`config.mk`:
```
export PLATFORM = sky130hd
export DESIGN_NAME = uart_tx_arbiter
export DESIGN_NICKNAME = d
export VERILOG_FILES = /design/src/rtl/uart_tx_arbiter.sv
export SDC_FILE = /design/constraint.sdc
export NUM_CORES = 1
export LEC_CHECK = 0
export ABC_AREA = 1
export ABC_CLOCK_PERIOD_IN_PS = 5000
export BUFFER_PORTS_ARGS = -buffer_cell sky130_fd_sc_hd__buf_2
export CAP_MARGIN = 40
export CORE_MARGIN = 10
export CORE_UTILIZATION = 30
export CTS_CLUSTER_SIZE = 20
export DETAILED_ROUTE_END_ITERATION = 10
export HOLD_SLACK_MARGIN = 0.02
export SYNTH_ARGS = -nofsm -noshare
export SYNTH_HDL_FRONTEND = slang
export SYNTH_SLANG_ARGS = --single-unit
```
`constraint.sdc`:
```
create_clock -name clk_i -period 5 [get_ports clk_i]
set_clock_uncertainty 0.2 [all_clocks]
set_input_delay 0.5 -clock clk_i [delete_from_list [all_inputs] [get_ports clk_i]]
set_output_delay 0.5 -clock clk_i [all_outputs]
set_load 0.05 [all_outputs]
```
`src/rtl/uart_tx_arbiter.sv`:
```
// rtl/uart_tx_arbiter.sv - round-robin arbiter sharing one UART transmitter among byte producers
//
// Purpose:
//   Grants one requester at a time, hands its byte to the UART transmitter with a
//   one-cycle start pulse, and acks the requester on the transmitter's done tick.
//   A requester that leaves last low keeps ownership for its next byte. Ownership
//   is released if the owner stays silent for LOCK_TIMEOUT cycles.
//
// Ports:
//   clk_i          system clock
//   reset_i        asynchronous active-high reset
//   req_i          per-requester request, held with data valid until acked
//   last_i         per-requester end-of-message flag, qualified with req_i
//   data_i         requester i's byte on bits [i*DATA_W +: DATA_W]
//   ack_o          one-cycle pulse to the owner when its byte has been sent
//   tx_start_o     one-cycle start pulse to the transmitter
//   tx_data_o      registered byte to transmit
//   tx_done_tick_i end-of-stop-bit pulse from the transmitter
//   busy_o         high whenever the arbiter is not idle
//   owner_o        index of the current or last granted requester
module uart_tx_arbiter #(
    parameter int NUM_REQ      = 4,
    parameter int DATA_W       = 8,
    parameter int LOCK_TIMEOUT = 1024,
    localparam int OW          = (NUM_REQ > 2) ? $clog2(NUM_REQ) : 1,
    localparam int TW          = $clog2(LOCK_TIMEOUT + 1)
) (
    input  logic                        clk_i,
    input  logic                        reset_i,
    input  logic [NUM_REQ-1:0]          req_i,
    input  logic [NUM_REQ-1:0]          last_i,
    input  logic [NUM_REQ*DATA_W-1:0]   data_i,
    output logic [NUM_REQ-1:0]          ack_o,
    output logic                        tx_start_o,
    output logic [DATA_W-1:0]           tx_data_o,
    input  logic                        tx_done_tick_i,
    output logic                        busy_o,
    output logic [OW-1:0]               owner_o
);

    typedef enum logic [1:0] {
        S_IDLE,
        S_START,
        S_WAIT,
        S_LOCKED
    } state_t;

    localparam logic [TW-1:0] TIMER_MAX  = TW'(LOCK_TIMEOUT);
    localparam logic [TW-1:0] TIMER_LAST = TW'(LOCK_TIMEOUT - 1);
    localparam logic [OW-1:0] OWNER_TOP  = OW'(NUM_REQ - 1);

    state_t              state_q, state_d;
    logic [OW-1:0]       ptr_q, ptr_d;
    logic [OW-1:0]       owner_q, owner_d;
    logic [DATA_W-1:0]   tx_data_q, tx_data_d;
    logic                last_q, last_d;
    logic [TW-1:0]       timer_q, timer_d;

    logic [DATA_W-1:0]   data_arr [NUM_REQ];
    logic                grant_found;
    logic [OW-1:0]       grant_idx;
    logic [OW-1:0]       cand;
    logic [OW-1:0]       next_ptr;
    logic [TW-1:0]       timer_inc;

    for (genvar g = 0; g < NUM_REQ; g++) begin : g_unpack
        assign data_arr[g] = data_i[g*DATA_W +: DATA_W];
    end

    // First set request scanning upward from ptr_q, wrapping modulo NUM_REQ.
    always_comb begin
        grant_found = 1'b0;
        grant_idx   = '0;
        cand        = '0;
        for (int i = 0; i < NUM_REQ; i++) begin
            cand = OW'((int'(ptr_q) + i) % NUM_REQ);
            if (!grant_found && req_i[cand]) begin
                grant_found = 1'b1;
                grant_idx   = cand;
            end
        end
    end

    assign next_ptr  = (owner_q == OWNER_TOP) ? '0 : owner_q + OW'(1);
    // Saturating increment; the release test uses the incremented value so the
    // arbiter is back in IDLE LOCK_TIMEOUT cycles after the ack cycle.
    assign timer_inc = (timer_q == TIMER_MAX) ? timer_q : timer_q + TW'(1);

    always_ff @(posedge clk_i or posedge reset_i) begin
        if (reset_i) begin
            state_q   <= S_IDLE;
            ptr_q     <= '0;
            owner_q   <= '0;
            tx_data_q <= '0;
            last_q    <= 1'b0;
            timer_q   <= '0;
        end else begin
            state_q   <= state_d;
            ptr_q     <= ptr_d;
            owner_q   <= owner_d;
            tx_data_q <= tx_data_d;
            last_q    <= last_d;
            timer_q   <= timer_d;
        end
    end

    always_comb begin
        state_d   = state_q;
        ptr_d     = ptr_q;
        owner_d   = owner_q;
        tx_data_d = tx_data_q;
        last_d    = last_q;
        timer_d   = timer_q;
        case (state_q)
            S_IDLE: begin
                if (grant_found) begin
                    owner_d   = grant_idx;
                    tx_data_d = data_arr[grant_idx];
                    last_d    = last_i[grant_idx];
                    state_d   = S_START;
                end
            end
            S_START: begin
                state_d = S_WAIT;
            end
            S_WAIT: begin
                if (tx_done_tick_i) begin
                    if (last_q) begin
                        ptr_d   = next_ptr;
                        state_d = S_IDLE;
                    end else begin
                        timer_d = '0;
                        state_d = S_LOCKED;
                    end
                end
            end
            S_LOCKED: begin
                // A request from the owner beats a timeout in the same cycle.
                if (req_i[owner_q]) begin
                    tx_data_d = data_arr[owner_q];
                    last_d    = last_i[owner_q];
                    state_d   = S_START;
                end else begin
                    timer_d = timer_inc;
                    if (timer_inc >= TIMER_LAST) begin
                        ptr_d   = next_ptr;
                        state_d = S_IDLE;
                    end
                end
            end
            default: begin
                state_d = S_IDLE;
            end
        endcase
    end

    always_comb begin
        ack_o = '0;
        if (state_q == S_WAIT && tx_done_tick_i) begin
            ack_o[owner_q] = 1'b1;
        end
    end

    assign tx_start_o = (state_q == S_START);
    assign busy_o     = (state_q != S_IDLE);
    assign tx_data_o  = tx_data_q;
    assign owner_o    = owner_q;

endmodule

```
Yosys cells after proc, flatten, opt, wreduce, memory -nomap -nowiden. Index checks and enable logic that the tools add are counted.

$add $sub $neg: 5. Magnitude comparators: 10. Equal/unequal tests: 13. Mux-type cells: 54. Bitwise logic cells: 2. Reductions and logical operators: 17.

Operators with widths (number): 8-bit 2-to-1 mux (6); 11-bit 2-to-1 mux (4); 8-bit binary-select mux with 2-bit select (2); 2-bit 2-to-1 mux (14); 11-bit one-hot mux with 2 select lines (1); 2-bit by 3-bit < comparator with 1-bit output (second input constant) (6); 8-bit one-hot mux with 2 select lines (1); 1-bit binary-select mux with 2-bit select (7); 1-bit 2-to-1 mux (14); 2-bit inequality test (second input constant) (7); 11-bit by 1-bit adder with 11-bit output (second input constant) (1); 11-bit == test (second input constant) (1); 11-bit by 10-bit greater-or-equal comparator with 1-bit output (second input constant) (1); 2-bit one-hot mux with 4 select lines (1); 2-bit == test (second input constant) (3); 3-bit greater-or-equal comparator (second input constant) (2); 2-bit NOT with 3-bit output (2); 3-bit AND reduction (2); 2-bit nonzero test (3); 1-bit logical AND (5); 5-bit AND reduction (1); 2-bit by 1-bit adder with 2-bit output (second input constant) (2); 2-bit adder (second input constant) (2); 4-bit 2-to-1 mux (1); other kinds (10) (12).

Flip-flop bits (word level): 26. Bits of input ports: 43. Output and inout port bits: 16. Logic and storage cells: 107.

Depth between registers and ports, before layout. Gate-level depths: netlist of the first run.

Depth in word-level cells: 18. Gate-level depth with buffers: 15. Depth with buffers taken out: 14.

Worst setup path before layout of the first run. OpenSTA, ideal clock, no wires.

Path kind: register to output. Start: register owner_q[0], in the netlist owner_o[0]. End: output ack_o[2]. Arrival time: 1.999 ns. Data required time: 4.300 ns. Path slack: 2.301 ns. Cell stages (with the launch flop): 6. Path buffers: 1. Cell sequence: dfrtp_1 > clkinv_1 > clkbuf_1 > ha_1 > inv_1 > nor2_1.

Longest elaborated chain between the ends: 5. Elaborated cells on any way between the ends: 6. Those cells by class: 2 x order compare; 3 x mux; 1 x reduce/logical.

Ends and longest elaborated chain: from (decl) (RTL line 54) `logic [OW-1:0] owner_q, owner_d;`; from (signal assigned) (RTL line 100) `owner_q <= owner_d;`; 2-bit by 3-bit < comparator with 1-bit output (implied by the code) or 2-bit by 1-bit greater-or-equal comparator with 1-bit output (tied branches) (RTL line 160) `ack_o[owner_q] = 1'b1;`; 1-bit logical AND (implied by the code) (RTL line 160); 1-bit 2-to-1 mux (implied by the code) (RTL line 160); 1-bit demux with 2-bit select * (RTL line 160); 4-bit 2-to-1 mux * (RTL line 159) `if (state_q == S_WAIT && tx_done_tick_i) begin`; to (decl) (RTL line 33) `output logic [NUM_REQ-1:0] ack_o,`.

Mark *: on every way between the ends. The rest lies on a longest branch, timed or not.

Worst setup path after layout of the first run.
Start: register owner_q[0], in the netlist owner_o[0]. End: output ack_o[0].

The elaborated chain is that of the path after synthesis.

==> reports/qor.csv, run 1 <==
metric;value;unit
status;finished, final reports clean;
pin count of the biggest net entering global routing;29;
sequential share of power;18.7;%
global-route wire length before repair;12600;µm
setup_tns;0;ns
Tightest Pin Transition;0.863;ns
CP Capture Type;output pin;
Place WS;2.14;ns
fmax;315;MHz
Clk pwr share;8.2;%
sw power;1.28;mW
Total Wirelength;7720;µm
most common cell after layout, fill and taps aside;nand2_1;
final hold viol count;0;
DIE HEIGHT;113;µm
WHS;0.0546;ns
Detail Route Antenna Nets;0;
GPL Wtd Cong;0.890;
antenna diode count;0;
I/O pin count;59;
setup ws final;1.82;ns
core area;8300;µm²
CP Max Fanout;28;
VDD IR-drop max;329;µV
sequential area share after synthesis;25.2;%
total track usage;11.5;%
first-pass iteration count of the detailed router;6;
Die Wd;113;µm
fin cells;552;
fill cell total of the finished layout;885;
root buffer cell;clkbuf_8;
clk sinks;26;
cts hold-fix bufs;0;
number of global-route vias before repair;2667;
Reg clk slew, reported paths;0.10;ns
port bufs;58;
Clock Tree Buf Depth;2;
min Tclk post-route;3.18;ns
utilization after layout;36.3;%
antenna violations before repair;0;
CTS tree;built;
GR Overflow Total;0;
later-pin clock latency in the skew report;0.27;ns
Mapped Cells;398;
Min-Delay Path Class;input pin to asynchronous set/reset pin;
Netlist cell types;33;
Synth-to-Final Area Change;16.5;%
Tcrit/Tclk final;63.5;%
crit path DAT;2.48;ns
number of setup violations in the final report;0;
vias per std cell;5.02;
total of max-cap violations;0;
CP startpoint kind;flip-flop;
Post-Synthesis Cell Area;2590;µm²
Slew Limit Fails;0;
drt drc;0;
internal power;0.859;mW
Critical Path RT;4.30;ns
DRT iter0 DRCs;207;
Vias;2771;
syn nets;448;
Warnings, synthesis;0;
P_leak;1.60;nW
DR WL/cell;14.0;µm
Final HPWL DP;6130;µm
commonest cells after routing, fill and taps aside;nand2_1, inv_1, buf_2;
P per Cell Area;711;nW/µm²
fin nets;498;
RSZ-0062 raised after global routing;false;
WS Path Type;flip-flop to output pin;
switching share of total power;59.9;%
die footprint;12700;µm²
cts repair resizes;0;
TritonCTS buffer count;3;
H-tree depth;1;
Logic pwr share;73.1;%
syn avg cell area;6.50;µm²
layout cells sized above 1;21.0;%
setup repair bufs after CTS;0;
Post-Place Cells;548;
row count;33;
Slew headroom;42.5;%
Yosys reg bits;26;
Initial Utilization;31.2;%
[worst paths after layout]
check,end,slack (ns),cells past startpoint,startpoint
worst min register to register,tx_data_o[5],0.29,2,tx_data_o[5]
worst min-delay path,timer_q[0],0.05,2,reset_i
worst max-delay path,ack_o[0],1.82,5,owner_o[0]
max in group asynchronous,owner_o[0],4.07,3,reset_i
min in group clk_i,tx_data_o[5],0.29,2,tx_data_o[5]
worst max register to register,tx_data_o[4],2.12,13,ptr_q[0]
[metal layers]
metal  routed length (µm)  up-vias  GRT usage, %  share of wire [%]
met5                    0        -             0                  0
met4                  129        0          3.89                1.7
met3                  540       10          2.59                7.0
met2                 3550      106          18.4                 46
met1                 3500     1252          14.9                 45
li1                     -     1403             -                  -
[state kept, by name, summed over array words and instances, names as in the netlist]
| register | flops |
|---|---|
| owner_o | 2 |
| timer_q | 11 |
| state_q | 2 |
| tx_data_o | 8 |
| ptr_q | 2 |
| last_q | 1 |
[power by group through the flow]
stage / clock network (mW) / logic, mW / registers (mW)
6_report: 0.176 / 1.57 / 0.400
5_1_grt: 0.188 / 1.75 / 0.417
4_1_cts: 0.182 / 1.56 / 0.400
3_5_place_dp: 0 / 1.56 / 0.402
3_3_place_gp: 0 / 1.54 / 0.401
2_1_floorplan: 0 / 1.20 / 0.486
[cells in the mapped netlist]
cell type,n,area [µm²]
o211ai_1,1,7.51
nand3_4,1,17.5
nand3_2,2,20.0
nand2_2,16,100
a21oi_2,1,8.76
inv_1,62,233
buf_6,2,22.5
nor3_1,5,25.0
nand3b_2,1,11.3
a21oi_1,22,110
nand2_4,2,22.5
inv_2,2,7.51
clkinv_1,2,7.51
clkbuf_1,6,22.5
nor2_1,17,63.8
buf_12,1,20.0
o22ai_1,6,37.5
nand3b_1,10,75.1
o21ai_2,1,8.76
buf_4,1,7.51
nand4_1,3,18.8
nor2_2,1,6.26
buf_2,4,20.0
ha_1,7,87.6
dfrtp_1,26,651
nand2_8,2,40.0
o21ai_0,32,160
nand3_1,56,280
a21boi_4,1,18.8
xor2_1,8,70.1
a31oi_1,10,62.6
nor2_8,1,20.0
nand2_1,86,323
[cell type report]
class	instances	area [µm²]	area share, %
Multi-Input combinational cell	292	1600	52.9
Sequential cell	26	651	21.6
Timing Repair Buffer	59	318	10.5
Inverter	66	248	8.22
Tap cell	105	131	4.36
Clock buffer	3	41.3	1.37
Clock inverter	1	30.0	0.996
[critical path, stage by stage, from the launching register on]
cell and delay (ns):
dfrtp_1 0.83, clkinv_1 0.66, ha_1 0.42, inv_1 0.05, nor2_1 0.04, buf_2 0.21
[stage by stage]
step,cell area (µm²),power [mW]
after floorplan,2590,1.69
after global placement,2920,1.94
after detailed placement,2940,1.96
after CTS,3010,2.15
after global routing,3010,2.35
final,3010,2.14
[cells by family (layout without fill, tap and decap cells)]
| kind of cell | after synthesis | after routing | share of synthesized area (%) |
|---|---|---|---|
| xor gates and xnor gates | 8 | 8 | 2.71 |
| DFF | 26 | 26 | 25.2 |
| buffers and inverters | 80 | 129 | 13.2 |
| adders and majority gates | 7 | 7 | 3.39 |
| and+or+nand+nor | 203 | 203 | 39.6 |
| AOI/OAI and AO/OA | 74 | 74 | 16.0 |
Note: power is estimated with default switching activity, not from simulation.
==> run 2: changes to the inputs <==
--- a/config.mk
+++ b/config.mk
@@ -6,7 +6,7 @@
 export NUM_CORES = 1
 export LEC_CHECK = 0
 export ABC_AREA = 1
-export ABC_CLOCK_PERIOD_IN_PS = 5000
+export ABC_CLOCK_PERIOD_IN_PS = 2700
 export BUFFER_PORTS_ARGS = -buffer_cell sky130_fd_sc_hd__buf_2
 export CAP_MARGIN = 40
 export CORE_MARGIN = 10
==> constraint.sdc (replaced) <==
create_clock -name clk_i -period 2.7 [get_ports clk_i]
set_clock_uncertainty 0.2 [all_clocks]
set_input_delay 0.27 -clock clk_i [delete_from_list [all_inputs] [get_ports clk_i]]
set_output_delay 0.27 -clock clk_i [all_outputs]
set_load 0.05 [all_outputs]
==> run 2 against run 1 <==
Against the previous run:
- sequential share of layout area fell by 0.11 points
- first-iteration DRC count rose by 2.4%
- critical path type is now flip-flop to flip-flop
- final area rose by 0.71%
- sequential power rose by 78%
- wire length rose by 2.5%
- largest cell class unchanged
- flip-flop and latch count did not move
- count of clock-buffer cells in the layout did not move
- final cell count rose by 1.4%
- setup slack got worse by 1.5 ns
- die area did not move
- utilization rose by 0.26 points
==> reports/qor.csv, run 2 (same netlist as run 1, synthesis figures left out) <==
metric;value;unit;change
sw power;2.41;mW;was 1.28 mW
Overall Power;3.99;mW;was 2.14 mW
Critical Path RT;2.68;ns;was 4.30 ns
Total Wirelength;7910;µm;was 7720 µm
vias per std cell;4.94;;was 5.02
Initial Utilization;31.2;%;unchanged
I/O pin count;59;;unchanged
fin nets;507;;was 498
final hold viol count;0;;unchanged
Reg clk slew, reported paths;0.10;ns;about the same
Slew Limit Fails;0;;unchanged
crit-path most repeated cell;nand2_1;;
most common cell after layout, fill and taps aside;nand2_1;;unchanged
antenna diode count;0;;unchanged
core area;8300;µm²;unchanged
P_leak;1.62;nW;was 1.60 nW
row count;33;;unchanged
setup_tns;0;ns;unchanged
GR Overflow Total;0;;unchanged
setup repair bufs after CTS;0;;unchanged
RSZ-0062 raised after global routing;false;;unchanged
first-pass iteration count of the detailed router;4;;was 6
Vias;2765;;was 2771
Final HPWL DP;6160;µm;was 6130 µm
DRT iter0 DRCs;212;;was 207
Synth-to-Final Area Change;17.4;%;was 16.5%
Tcrit/Tclk final;87.7;%;
fin area;3040;µm²;was 3010 µm²
status;finished, final reports clean;;unchanged
layout cells sized above 1;22.4;%;was 21.0%
Critical Path, Cell by Cell;inv_2 > nand2_1 > nand2_2 > nand2_1 > nand2_2 > nor2_1 > nor2_2 > nand2_8 > nand2_8 > nand2_1 > nand3_1 > nand3_1 > nand2_1 > nand2_1;;was clkinv_1 > ha_1 > inv_1 > nor2_1 > buf_2
CTS tree;built;;unchanged
total of max-cap violations;0;;unchanged
later-pin clock latency in the skew report;0.27;ns;about the same
P per Cell Area;1320;nW/µm²;was 711 nW/µm²
Clk pwr share;5.8;%;was 8.2%
number of global-route vias before repair;2703;;was 2667
Min-Delay Path Class;input pin to flip-flop;;was input pin to asynchronous set/reset pin
clk sinks;26;;unchanged
global-route wire length before repair;12800;µm;was 12600 µm
switching share of total power;60.3;%;was 59.9%
CP Capture Type;flip-flop;;was output pin
Clock Tree Buf Depth;2;;unchanged
CP startpoint kind;flip-flop;;unchanged
total track usage;11.8;%;was 11.5%
TritonCTS buffer count;3;;unchanged
commonest cells after routing, fill and taps aside;nand2_1, inv_1, buf_2;;unchanged
Placed Area;2980;µm²;was 2940 µm²
sequential share of power;17.8;%;was 18.7%
internal power;1.58;mW;was 0.859 mW
Logic pwr share;76.4;%;was 73.1%
max reg flops;11;;unchanged
slowest CP cell;dfrtp_2;;was dfrtp_1
VDD IR-drop max;556;µV;was 329 µV
GPL Wtd Cong;0.899;;was 0.890
pin count of the biggest net entering global routing;27;;was 29
WHS;0.172;ns;was 0.0546 ns
Slew headroom;66.9;%;was 42.5%
number of setup violations in the final report;0;;unchanged
DR WL/cell;14.1;µm;was 14.0 µm
root buffer cell;clkbuf_8;;unchanged
port bufs;58;;unchanged
crit path DAT;2.34;ns;was 2.48 ns
fmax;422;MHz;
DIE HEIGHT;113;µm;unchanged
Detail Route Antenna Nets;0;;unchanged
CP Max Fanout;19;;was 28
drt drc;0;;unchanged
critical path's largest stage delay;0.53;ns;was 0.83 ns
H-tree depth;1;;unchanged
min Tclk post-route;2.37;ns;
largest reg by FF count;timer_q;;unchanged
Tightest Pin Transition;0.496;ns;was 0.863 ns
antenna violations before repair;0;;unchanged
Die Wd;113;µm;unchanged
WS Path Type;flip-flop to flip-flop;;was flip-flop to output pin
die footprint;12700;µm²;unchanged
==> run 2: cell count changes in the layout (fill, tap and decap cells not counted), sizes merged <==
cell         change
dlygate4sd3      +1
bufinv           -1
buf              +8
==> run 2: critical path: cells and delay by family (launching register included) <==
| family | cells | cell delay, ns |
|---|---|---|
| AND/OR/NAND/NOR | 13 | 1.35 |
| flip-flops | 1 | 0.53 |
| buffers and inverters | 1 | 0.16 |
==> run 2: layout make-up <==
type                            count  area, µm²
Fill cell                         916       5260
Multi-Input combinational cell    292       1600
Clock buffer                        3       41.3
Timing Repair Buffer               68        368
Tap cell                          105        131
Inverter                           66        248
Sequential cell                    26        652
==> run 2: power by group through the flow <==
stage                     logic (mW)  registers, mW  clock network [mW]
after CTS                       3.06          0.711               0.234
after global placement          2.99          0.713                   0
final                           3.05          0.711               0.232
after global routing            3.39          0.734               0.249
after floorplan                 2.23          0.900                   0
after detailed placement        3.05          0.715                   0
==> run 2: through the flow <==
step                      std cells  util (%)  setup WS (ns)
after global placement          556      35.9          0.257
after floorplan                 398         -          0.231
after CTS                       560      36.6          0.182
final                           560      36.6          0.333
after global routing            560      36.6          0.133
after detailed placement        556      35.9          0.200
==> run 2: timing repair <==
item | in CTS | in global routing
resized for setup | 0 | 1
endpoints found under the hold margin | 26 | 0
hold buffers | 1 | 0
setup endpoints to repair | 0 | 4
==> run 2: path summary, 6_finish.rpt <==
path / startpoint / endpoint / cells past startpoint / slack (ns)
max: ptr_q[0] / tx_data_o[3] / 14 / 0.33
min: tx_done_tick_i / state_q[1] / 3 / 0.17
max reg2reg: ptr_q[0] / tx_data_o[3] / 14 / 0.33
min reg2reg: last_q / last_q / 2 / 0.29
max in group asynchronous: reset_i / ptr_q[0] / 4 / 1.63
min in group asynchronous: reset_i / timer_q[3] / 4 / 0.38
==> run 2: per-layer routing <==
metal | vias up | wire [µm] | global-route usage, %
li1 | 1413 | - | -
met1 | 1249 | 3650 | 14.9
met2 | 95 | 3620 | 19.4
met3 | 8 | 522 | 2.69
met4 | 0 | 121 | 3.47
met5 | - | 0 | 0
==> run 3: changes to the inputs <==
--- a/config.mk
+++ b/config.mk
@@ -14,6 +14,8 @@
 export CTS_CLUSTER_SIZE = 20
 export DETAILED_ROUTE_END_ITERATION = 10
 export HOLD_SLACK_MARGIN = 0.02
+export REMOVE_ABC_BUFFERS = 1
 export SYNTH_ARGS = -nofsm -noshare
 export SYNTH_HDL_FRONTEND = slang
 export SYNTH_SLANG_ARGS = --single-unit
+export TNS_END_PERCENT = 100
==> run 3 against run 2 <==
Against the previous run:
- non-clock buffer count stayed put
- global-route usage is 0.25 points higher
- sequential share of layout area is 0.21 points lower
- critical path type unchanged
- setup slack better by 0.042 ns
- first-iteration DRC count is 21% lower
- utilization is 0.36 points higher
- register-to-register slack better by 0.04 ns
- die area stayed put
- via count is 0.83% lower
- wire length is 1.7% lower
- clock power is 45% higher
==> reports/qor.csv, run 3 (same netlist as run 1, synthesis figures left out) <==
metric;value;unit;change
CP Max Fanout;19;;unchanged
Critical Path, Cell by Cell;inv_2 > nand2_1 > nand2_2 > nand2_1 > nand2_2 > nor2_1 > nor2_2 > nand2_8 > nand2_8 > nand2_1 > nand3_1 > nand3_1 > nand2_1 > nand2_1;;unchanged
later-pin clock latency in the skew report;0.28;ns;was 0.27 ns
CP Capture Type;flip-flop;;unchanged
max reg flops;11;;unchanged
crit path DAT;2.31;ns;was 2.34 ns
CTS tree;built;;unchanged
number of setup violations in the final report;0;;unchanged
largest reg by FF count;timer_q;;unchanged
DR WL/cell;13.9;µm;was 14.1 µm
pin count of the biggest net entering global routing;27;;unchanged
Vias;2742;;was 2765
Initial Utilization;31.2;%;unchanged
Total Wirelength;7770;µm;was 7910 µm
final hold viol count;0;;unchanged
footprint of the multi-input gates;1600;µm²;unchanged
fin area;3070;µm²;was 3040 µm²
min Tclk post-route;2.32;ns;was 2.37 ns
Slew headroom;65.6;%;was 66.9%
fill cell total of the finished layout;888;;was 916
Placed Area;2980;µm²;unchanged
Synth-to-Final Area Change;18.5;%;was 17.4%
H-tree depth;1;;unchanged
fmax;430;MHz;was 422 MHz
I/O pin count;59;;unchanged
register-to-register path setup slack;0.38;ns;was 0.33 ns
RSZ-0062 raised after global routing;false;;unchanged
hold_sp;tx_done_tick_i;;unchanged
number of global-route vias before repair;2773;;was 2703
first-pass iteration count of the detailed router;4;;unchanged
WHS Path Cells;3;;unchanged
Tcrit/Tclk final;86.1;%;was 87.7%
Clock Tree Buf Depth;2;;unchanged
GPL Wtd Cong;0.862;;was 0.899
slowest CP cell;dfrtp_2;;unchanged
WHS;0.149;ns;was 0.172 ns
most common cell after layout, fill and taps aside;nand2_1;;unchanged
drt drc;0;;unchanged
port bufs;58;;unchanged
GR Overflow Total;0;;unchanged
Critical Path RT;2.69;ns;was 2.68 ns
CP startpoint kind;flip-flop;;unchanged
row count;33;;unchanged
Detail Route Antenna Nets;0;;unchanged
commonest cells after routing, fill and taps aside;nand2_1, inv_1, buf_2;;unchanged
total of max-cap violations;0;;unchanged
WS Path Type;flip-flop to flip-flop;;unchanged
P per Cell Area;1330;nW/µm²;was 1320 nW/µm²
VDD IR-drop max;600;µV;was 556 µV
TritonCTS buffer count;3;;unchanged
Worst R2R Start;ptr_q[0];;unchanged
status;finished, final reports clean;;unchanged
Hold Crit Endpoint;state_q[1];;unchanged
DRT iter0 DRCs;168;;was 212
Die Wd;113;µm;unchanged
Storage cell area;652;µm²;unchanged
core area;8300;µm²;unchanged
die footprint;12700;µm²;unchanged
DIE HEIGHT;113;µm;unchanged
Reg clk slew, reported paths;0.11;ns;was 0.10 ns
Final HPWL DP;5850;µm;was 6160 µm
P_leak;1.63;nW;was 1.62 nW
antenna diode count;0;;unchanged
setup repair bufs after CTS;0;;unchanged
Worst R2R Path Depth;14;;unchanged
Slew Limit Fails;0;;unchanged
total track usage;12.0;%;was 11.8%
layout cells sized above 1;22.6;%;was 22.4%
Min-Delay Path Class;input pin to flip-flop;;unchanged
root buffer cell;clkbuf_8;;unchanged
critical path's largest stage delay;0.53;ns;about the same
RR Endpoint;tx_data_o[0];;was tx_data_o[3]
clk sinks;26;;unchanged
antenna violations before repair;0;;unchanged
crit-path most repeated cell;nand2_1;;unchanged
fin nets;507;;unchanged
Overall Power;4.09;mW;was 3.99 mW
global-route wire length before repair;13300;µm;was 12800 µm
setup_tns;0;ns;unchanged
utilization after layout;36.9;%;was 36.6%
vias per std cell;4.89;;was 4.94
Tightest Pin Transition;0.515;ns;was 0.496 ns
==> run 3: changes by cell type in the layout (fill, tap and decap cells not counted) <==
cell,delta
bufinv_16,+1
==> run 3: cell type report <==
| cell class | instances | share of cell area (%) |
|---|---|---|
| Clock buffer | 3 | 1.35 |
| Clock inverter | 1 | 0.980 |
| Inverter | 66 | 8.08 |
| Multi-Input combinational cell | 292 | 52.0 |
| Sequential cell | 26 | 21.3 |
| Tap cell | 105 | 4.29 |
| Timing Repair Buffer | 68 | 12.0 |
==> run 3: how the worst max path moves through the flow <==
stage                     slack (ns)      endpoint       start
after floorplan                 0.10      ack_o[0]  owner_o[0]
after detailed placement        0.26  tx_data_o[0]    ptr_q[0]
after CTS                       0.25  tx_data_o[0]    ptr_q[0]
after global routing            0.06      ptr_q[1]  timer_q[0]
after global placement          0.29  tx_data_o[6]    ptr_q[0]
final                           0.38  tx_data_o[0]    ptr_q[0]
==> run 3: what timing repair did <==
| item | 4_1_cts | 5_1_grt |
|---|---|---|
| resized for setup | 0 | 1 |
| hold buffers | 1 | 0 |
| hold endpoints to repair | 26 | 0 |
| setup endpoints to repair | 0 | 3 |
==> run 3: layer usage <==
metal / routed length, µm / vias to the layer above / part of all wire, % / global-route usage (%)
met5: 0 / - / 0 / 0
met4: 48 / 0 / 0.62 / 2.03
met3: 486 / 6 / 6.3 / 3.28
met2: 3650 / 81 / 47 / 20.8
met1: 3580 / 1242 / 46 / 14.7
li1: - / 1413 / - / -
==> run 3: worst max-delay path, delay by kind of cell, from the launching register on <==
| family | cells | cell delay [ns] |
|---|---|---|
| buffers and inverters | 1 | 0.15 |
| flip-flops | 1 | 0.53 |
| AND/OR/NAND/NOR | 13 | 1.34 |
==> run 3: stage by stage <==
| stage | cells | setup WS, ns |
|---|---|---|
| 2_1_floorplan | 384 | 0.101 |
| 3_3_place_gp | 556 | 0.292 |
| 3_5_place_dp | 556 | 0.263 |
| 4_1_cts | 561 | 0.247 |
| 5_1_grt | 561 | 0.0570 |
| 6_report | 561 | 0.375 |
==> run 3: report_power, final <==
part	internal, mW	total (mW)	leakage, nW	switching (mW)
Sequential	0.533	0.696	0.334	0.163
Clock	0.199	0.337	0.0357	0.138
Combinational	0.951	3.05	1.26	2.10
Total	1.68	4.09	1.63	2.40
